### src/rtl/mult_pkg.sv
// Shared types and constants for the sequential radix-2 Booth multiplier.
package mult_pkg;

  localparam int XLEN       = 32;
  localparam int MULT_ITERS = 33;
  localparam int PROD_W     = 64;

  typedef enum logic [1:0] {
    IDLE = 2'd0,
    RUN  = 2'd1,
    DONE = 2'd2
  } state_e;

  // One extra bit lets unsigned 32-bit operands be treated as positive 33-bit signed values.
  function automatic logic [XLEN:0] ext33(input logic [XLEN-1:0] v, input logic sgn);
    return {sgn & v[XLEN-1], v};
  endfunction

endpackage

### src/rtl/cla32.sv
// 32-bit two-level carry-lookahead adder: 4-bit lookahead groups chained by group carries.
module cla32 (
  input  logic [31:0] a,
  input  logic [31:0] b,
  input  logic        carryInput,
  output logic [31:0] sum,
  output logic        carryOutput
);

  logic [31:0] p;
  logic [31:0] g;
  logic [31:0] c;
  logic [7:0]  gp;
  logic [7:0]  gg;
  logic [8:0]  gc;

  assign p = a ^ b;
  assign g = a & b;

  always_comb begin
    c     = '0;
    gp    = '0;
    gg    = '0;
    gc    = '0;
    gc[0] = carryInput;
    for (int i = 0; i < 8; i++) begin
      gp[i] = &p[4*i +: 4];
      gg[i] = g[4*i+3]
            | (p[4*i+3] & g[4*i+2])
            | (p[4*i+3] & p[4*i+2] & g[4*i+1])
            | (p[4*i+3] & p[4*i+2] & p[4*i+1] & g[4*i]);
      gc[i+1] = gg[i] | (gp[i] & gc[i]);
      c[4*i]   = gc[i];
      c[4*i+1] = g[4*i] | (p[4*i] & gc[i]);
      c[4*i+2] = g[4*i+1] | (p[4*i+1] & g[4*i]) | (p[4*i+1] & p[4*i] & gc[i]);
      c[4*i+3] = g[4*i+2] | (p[4*i+2] & g[4*i+1]) | (p[4*i+2] & p[4*i+1] & g[4*i])
               | (p[4*i+2] & p[4*i+1] & p[4*i] & gc[i]);
    end
  end

  assign sum         = p ^ c;
  assign carryOutput = gc[8];

endmodule

### src/rtl/seq_mult32.sv
// Multi-cycle 32x32->64 radix-2 Booth multiplier (signed/unsigned), one cla32 add per clock.
module seq_mult32
  import mult_pkg::*;
(
  input  logic              clk,
  input  logic              rst,
  input  logic              start,
  input  logic              sgn,
  input  logic [XLEN-1:0]   a,
  input  logic [XLEN-1:0]   b,
  output logic              busy,
  output logic              done,
  output logic [PROD_W-1:0] product
);

  state_e              state_q, state_d;
  logic [XLEN:0]       a_q, a_d;
  logic [XLEN:0]       q_q, q_d;
  logic                qm1_q, qm1_d;
  logic [XLEN:0]       m_q, m_d;
  logic [5:0]          cnt_q, cnt_d;
  logic [PROD_W-1:0]   prod_q, prod_d;
  logic                busy_q, busy_d;
  logic                done_q, done_d;

  logic                sub;
  logic [XLEN:0]       m_op;
  logic [XLEN-1:0]     sum_lo;
  logic                cout;
  logic [XLEN:0]       sum33;
  logic [XLEN:0]       acc;
  logic [XLEN:0]       a_sh;
  logic [XLEN:0]       q_sh;

  // Subtraction is A + ~M + 1; bit 32 is completed outside the 32-bit adder.
  assign sub  = q_q[0] & ~qm1_q;
  assign m_op = sub ? ~m_q : m_q;

  cla32 u_cla (
    .a           (a_q[XLEN-1:0]),
    .b           (m_op[XLEN-1:0]),
    .carryInput  (sub),
    .sum         (sum_lo),
    .carryOutput (cout)
  );

  assign sum33 = {a_q[XLEN] ^ m_op[XLEN] ^ cout, sum_lo};
  assign acc   = (q_q[0] ^ qm1_q) ? sum33 : a_q;
  assign a_sh  = {acc[XLEN], acc[XLEN:1]};
  assign q_sh  = {acc[0], q_q[XLEN:1]};

  always_comb begin
    state_d = state_q;
    a_d     = a_q;
    q_d     = q_q;
    qm1_d   = qm1_q;
    m_d     = m_q;
    cnt_d   = cnt_q;
    prod_d  = prod_q;
    case (state_q)
      IDLE, DONE: begin
        state_d = IDLE;
        if (start) begin
          state_d = RUN;
          m_d     = ext33(a, sgn);
          q_d     = ext33(b, sgn);
          qm1_d   = 1'b0;
          a_d     = '0;
          cnt_d   = '0;
        end
      end
      RUN: begin
        a_d   = a_sh;
        q_d   = q_sh;
        qm1_d = q_q[0];
        cnt_d = (cnt_q == 6'(MULT_ITERS)) ? cnt_q : cnt_q + 6'd1;
        // Last iteration: the product is captured straight from the shifted next state.
        if (cnt_q == 6'(MULT_ITERS - 1)) begin
          state_d = DONE;
          prod_d  = {a_sh[XLEN-2:0], q_sh};
        end
      end
      default: state_d = IDLE;
    endcase
    busy_d = (state_d == RUN);
    done_d = (state_d == DONE);
  end

  always_ff @(posedge clk) begin
    if (rst) begin
      state_q <= IDLE;
      a_q     <= '0;
      q_q     <= '0;
      qm1_q   <= 1'b0;
      m_q     <= '0;
      cnt_q   <= '0;
      prod_q  <= '0;
      busy_q  <= 1'b0;
      done_q  <= 1'b0;
    end else begin
      state_q <= state_d;
      a_q     <= a_d;
      q_q     <= q_d;
      qm1_q   <= qm1_d;
      m_q     <= m_d;
      cnt_q   <= cnt_d;
      prod_q  <= prod_d;
      busy_q  <= busy_d;
      done_q  <= done_d;
    end
  end

  assign busy    = busy_q;
  assign done    = done_q;
  assign product = prod_q;

endmodule

### config.mk
export PLATFORM = sky130hd
export DESIGN_NAME = seq_mult32
export DESIGN_NICKNAME = d
export VERILOG_FILES = /design/src/rtl/mult_pkg.sv /design/src/rtl/cla32.sv /design/src/rtl/seq_mult32.sv
export SDC_FILE = /design/constraint.sdc
export NUM_CORES = 1
export LEC_CHECK = 0
export CORE_MARGIN = 3
export CORE_UTILIZATION = 60
export CTS_BUF_LIST = sky130_fd_sc_hd__clkbuf_2 sky130_fd_sc_hd__clkbuf_4 sky130_fd_sc_hd__clkbuf_8
export DETAILED_ROUTE_END_ITERATION = 10
export PLACE_DENSITY = 0.88
export SYNTH_ARGS = -nofsm -noshare
export SYNTH_HDL_FRONTEND = slang
export SYNTH_SLANG_ARGS = --single-unit
### constraint.sdc
create_clock -name clk -period 8.47 [get_ports clk]
set_input_delay 1.694 -clock clk [delete_from_list [all_inputs] [get_ports clk]]
set_output_delay 1.694 -clock clk [all_outputs]
set_load 0.05 [all_outputs]
==> results.sh <==
export IMPL_outcome="finished, final reports clean"
export IMPL_ys_seq_area_share_pct=42.5
export IMPL_hpwl_um=13300
export IMPL_post_cts_buffers=0
export IMPL_synth_top_area_share_pct=42.5
export IMPL_r2r_start="q_q[0]"
export IMPL_fmax_ghz=0.206
export IMPL_cts_tree="yes"
export IMPL_ir_drop_v=0.000112
export IMPL_wirelength_um=20200
export IMPL_cts_resized=0
export IMPL_grt_pass1_wl_um=32600
export IMPL_synthesis_area_um2=8150
export IMPL_n_fill_cell=968
export IMPL_synth_ff_type="dfxtp_1"
export IMPL_stdcell_area_um2=9970
export IMPL_synth_distinct_cells=53
export IMPL_firstDrtPassIters=5
export IMPL_max_stage_delay_ns=0.90
export IMPL_crit_arrival_ns=5.23
export IMPL_cts_sinks=173
export IMPL_cp_required_ns=8.85
export IMPL_seqCellArea_um2=3460
export IMPL_synth_edff_count=0
export IMPL_slowest_stage="ha_2"
export IMPL_hold_buffers=0
export IMPL_io_pins=134
export IMPL_path_cells="ha_2, xor2_1, ha_1, a21o_1, a21oi_1, a2111o_1, a311o_1, o31a_1, inv_2, a41oi_1, nor2b_1, nor2_1, fa_1, xor2_1, o21ai_0, nor2_1, nor3_1"
export IMPL_nets=1198
export IMPL_setup_slack_ns=3.62
export IMPL_diodes=0
export IMPL_finalSetupViolCount=0
export IMPL_cts_root_buf="clkbuf_8"
export IMPL_yosys_top_cells_area="dfxtp_1 (42%), nand2_1 (9.4%), a21oi_1 (6.7%)"
export IMPL_rsz0062_at_grt="false"
export IMPL_grt_max_degree=97
export IMPL_ant_nets=0
export IMPL_worstSetupPathType="flip-flop to flip-flop"
export IMPL_numCtsBuffers=17
export IMPL_core_um2=12900
export IMPL_die_area_um2=15000
export IMPL_start_kind="flip-flop"
export IMPL_grt_usage_pct=26.9
export IMPL_hold_class="flip-flop to flip-flop"
export IMPL_cts_buffer_depth=2
export IMPL_fin_util_pct=77.1
export IMPL_clk_latency_ns=0.46
export IMPL_powerDensity_nw_per_um2=182
export IMPL_fp_row_count=41
export IMPL_drive_above_1_share_pct=5.09
export IMPL_finalClockSkew_ns=0.0134
export IMPL_avgSynthCellArea_um2=8.18
export IMPL_grt_overflow=0
export IMPL_hold_ws_ns=0.454
export IMPL_viasPerCell=5.84
export IMPL_synth_top_area_cell="dfxtp_1"
export IMPL_drv_cap=0
export IMPL_grt_pass1_vias=6996
export IMPL_hold_violations=0
export IMPL_multi_input_area_um2=4410
export IMPL_reg2reg_slack_ns=3.62
export IMPL_vias=7424
export IMPL_die_width_um=123
export IMPL_place_congestion=0.875
export IMPL_worst_slew_pin_slew_ns=1.05
export IMPL_dpl_worst_slack_ns=3.67
export IMPL_drtIter0Drc=607
export IMPL_placed_cell_area_um2=9520
export IMPL_cp_endpoint="product[61]"
export IMPL_yosys_warnings=0
export IMPL_route_detailed_drc=0
export IMPL_post_route_min_period_ns=4.85
export IMPL_ys_ff_latch=173
export IMPL_htreeDepth=4
export IMPL_endpoint_kind="flip-flop"
export IMPL_r2r_end="product[61]"
export IMPL_drv_slew=0
export IMPL_leakage_nw=3.90
export IMPL_crit_fanout=35
export IMPL_reg2regPathDepth=17
export IMPL_initial_core_util_pct=63.1
export IMPL_clk_pin_slew_worst_paths_ns=0.09
export IMPL_syn_nets=1108
export IMPL_numPortBuffers=133
export IMPL_finalCritPeriodShare_pct=57.2
export IMPL_async_flop_share_pct=0
export IMPL_cp_startpoint="q_q[0]"
export IMPL_wire_per_inst_um=15.9
export IMPL_syn_inst=997
export IMPL_die_y_um=123
export IMPL_setup_tns_ns=0
export IMPL_antenna_found_initial=0
export IMPL_relSlewSlack_pct=29.8
export IMPL_syn_to_final_growth_pct=22.3
-- power breakdown --
group / internal, W / switching [W]
Clock: 0.000344 / 0.000307
Combinational: 0.000121 / 0.000175
Sequential: 0.000845 / 0.0000272
Total: 0.00131 / 0.000509
-- layout by cell type (no fill, tap or decap), drive strengths merged, types with 15 or more instances in the layout --
master         Yosys  final
a21oi            109    109
ha                36     36
nor3              35     35
xor2              38     38
clkbuf            56     20
clkdlybuf4s50      0    132
o22ai             19     19
nor2             107    107
nand2            204    204
mux2i             16     16
o21ai             17     17
a311oi            20     20
inv               11     15
a211oi            20     20
xnor2             21     21
dfxtp            173    173
-- how the worst min path moves through the flow --
stage                      startpoint           to  slack (ns)  cells past startpoint
final                      product[6]   product[6]        0.45                      2
after global routing      product[17]  product[17]        0.47                      2
after CTS                 product[26]  product[26]        0.46                      2
after detailed placement  product[26]  product[26]        0.45                      2
after global placement    product[30]  product[30]        0.44                      2
after floorplan               m_q[32]      m_q[32]        0.44                      2
-- cell families (layout without fill, tap and decap cells) --
family                   Yosys count  count (layout)  share of synthesized area [%]
buffers and inverters             81             184                           3.78
AO/OA/AOI/OAI                    239             239                           18.5
multiplexers                      16              16                           1.96
adder cells (fa/ha/maj)           43              43                           7.24
flip-flops                       173             173                           42.5
XOR/XNOR                          59              59                           6.34
AND/OR/NAND/NOR                  386             386                           19.7
-- critical path, delay by kind of cell, from the launching register on --
kind                     cells  cell delay, ns
AO/OA/AOI/OAI                7            1.81
flip-flops                   1            0.37
XOR/XNOR                     2            0.31
AND/OR/NAND/NOR              4            0.43
buffers and inverters        1            0.10
adder cells (fa/ha/maj)      3            1.74
-- state kept, by name, summed over array words and instances, names as in the netlist --
name,flops
product,64
a_q,32
qm1_q,1
q_q,33
cnt_q,6
m_q,33
done,1
busy,1
state_q,2
-- cells in the mapped netlist, types with 19 or more instances --
master	instances
nor3_1	35
xor2_1	38
xnor2_1	21
a311oi_1	20
a211oi_1	19
a21oi_1	109
dfxtp_1	173
clkbuf_1	56
nor2_1	107
nand2_1	204
ha_1	36
o22ai_1	19
-- layer usage --
metal	up-vias	GRT usage (%)	wire [µm]
met5	-	0	0
met4	0	9.38	416
met3	39	4.84	1400
met2	275	44.6	9380
met1	3503	35.5	8980
li1	3607	-	-
-- final cells by class --
| type | instances | share of cell area, % |
|---|---|---|
| Timing Repair Buffer | 141 | 13.9 |
| Clock buffer | 20 | 2.70 |
| Inverter | 11 | 0.414 |
| Sequential cell | 173 | 34.7 |
| Multi-Input combinational cell | 743 | 44.2 |
| Clock inverter | 12 | 1.83 |
| Tap cell | 172 | 2.16 |
-- stage by stage --
stage / cells / total power [W]
after floorplan: 997 / 0.00109
after global placement: 1240 / 0.00117
after detailed placement: 1240 / 0.00118
after CTS: 1272 / 0.00182
after global routing: 1272 / 0.00189
final: 1272 / 0.00182
Power figures use the tool's default switching activity.
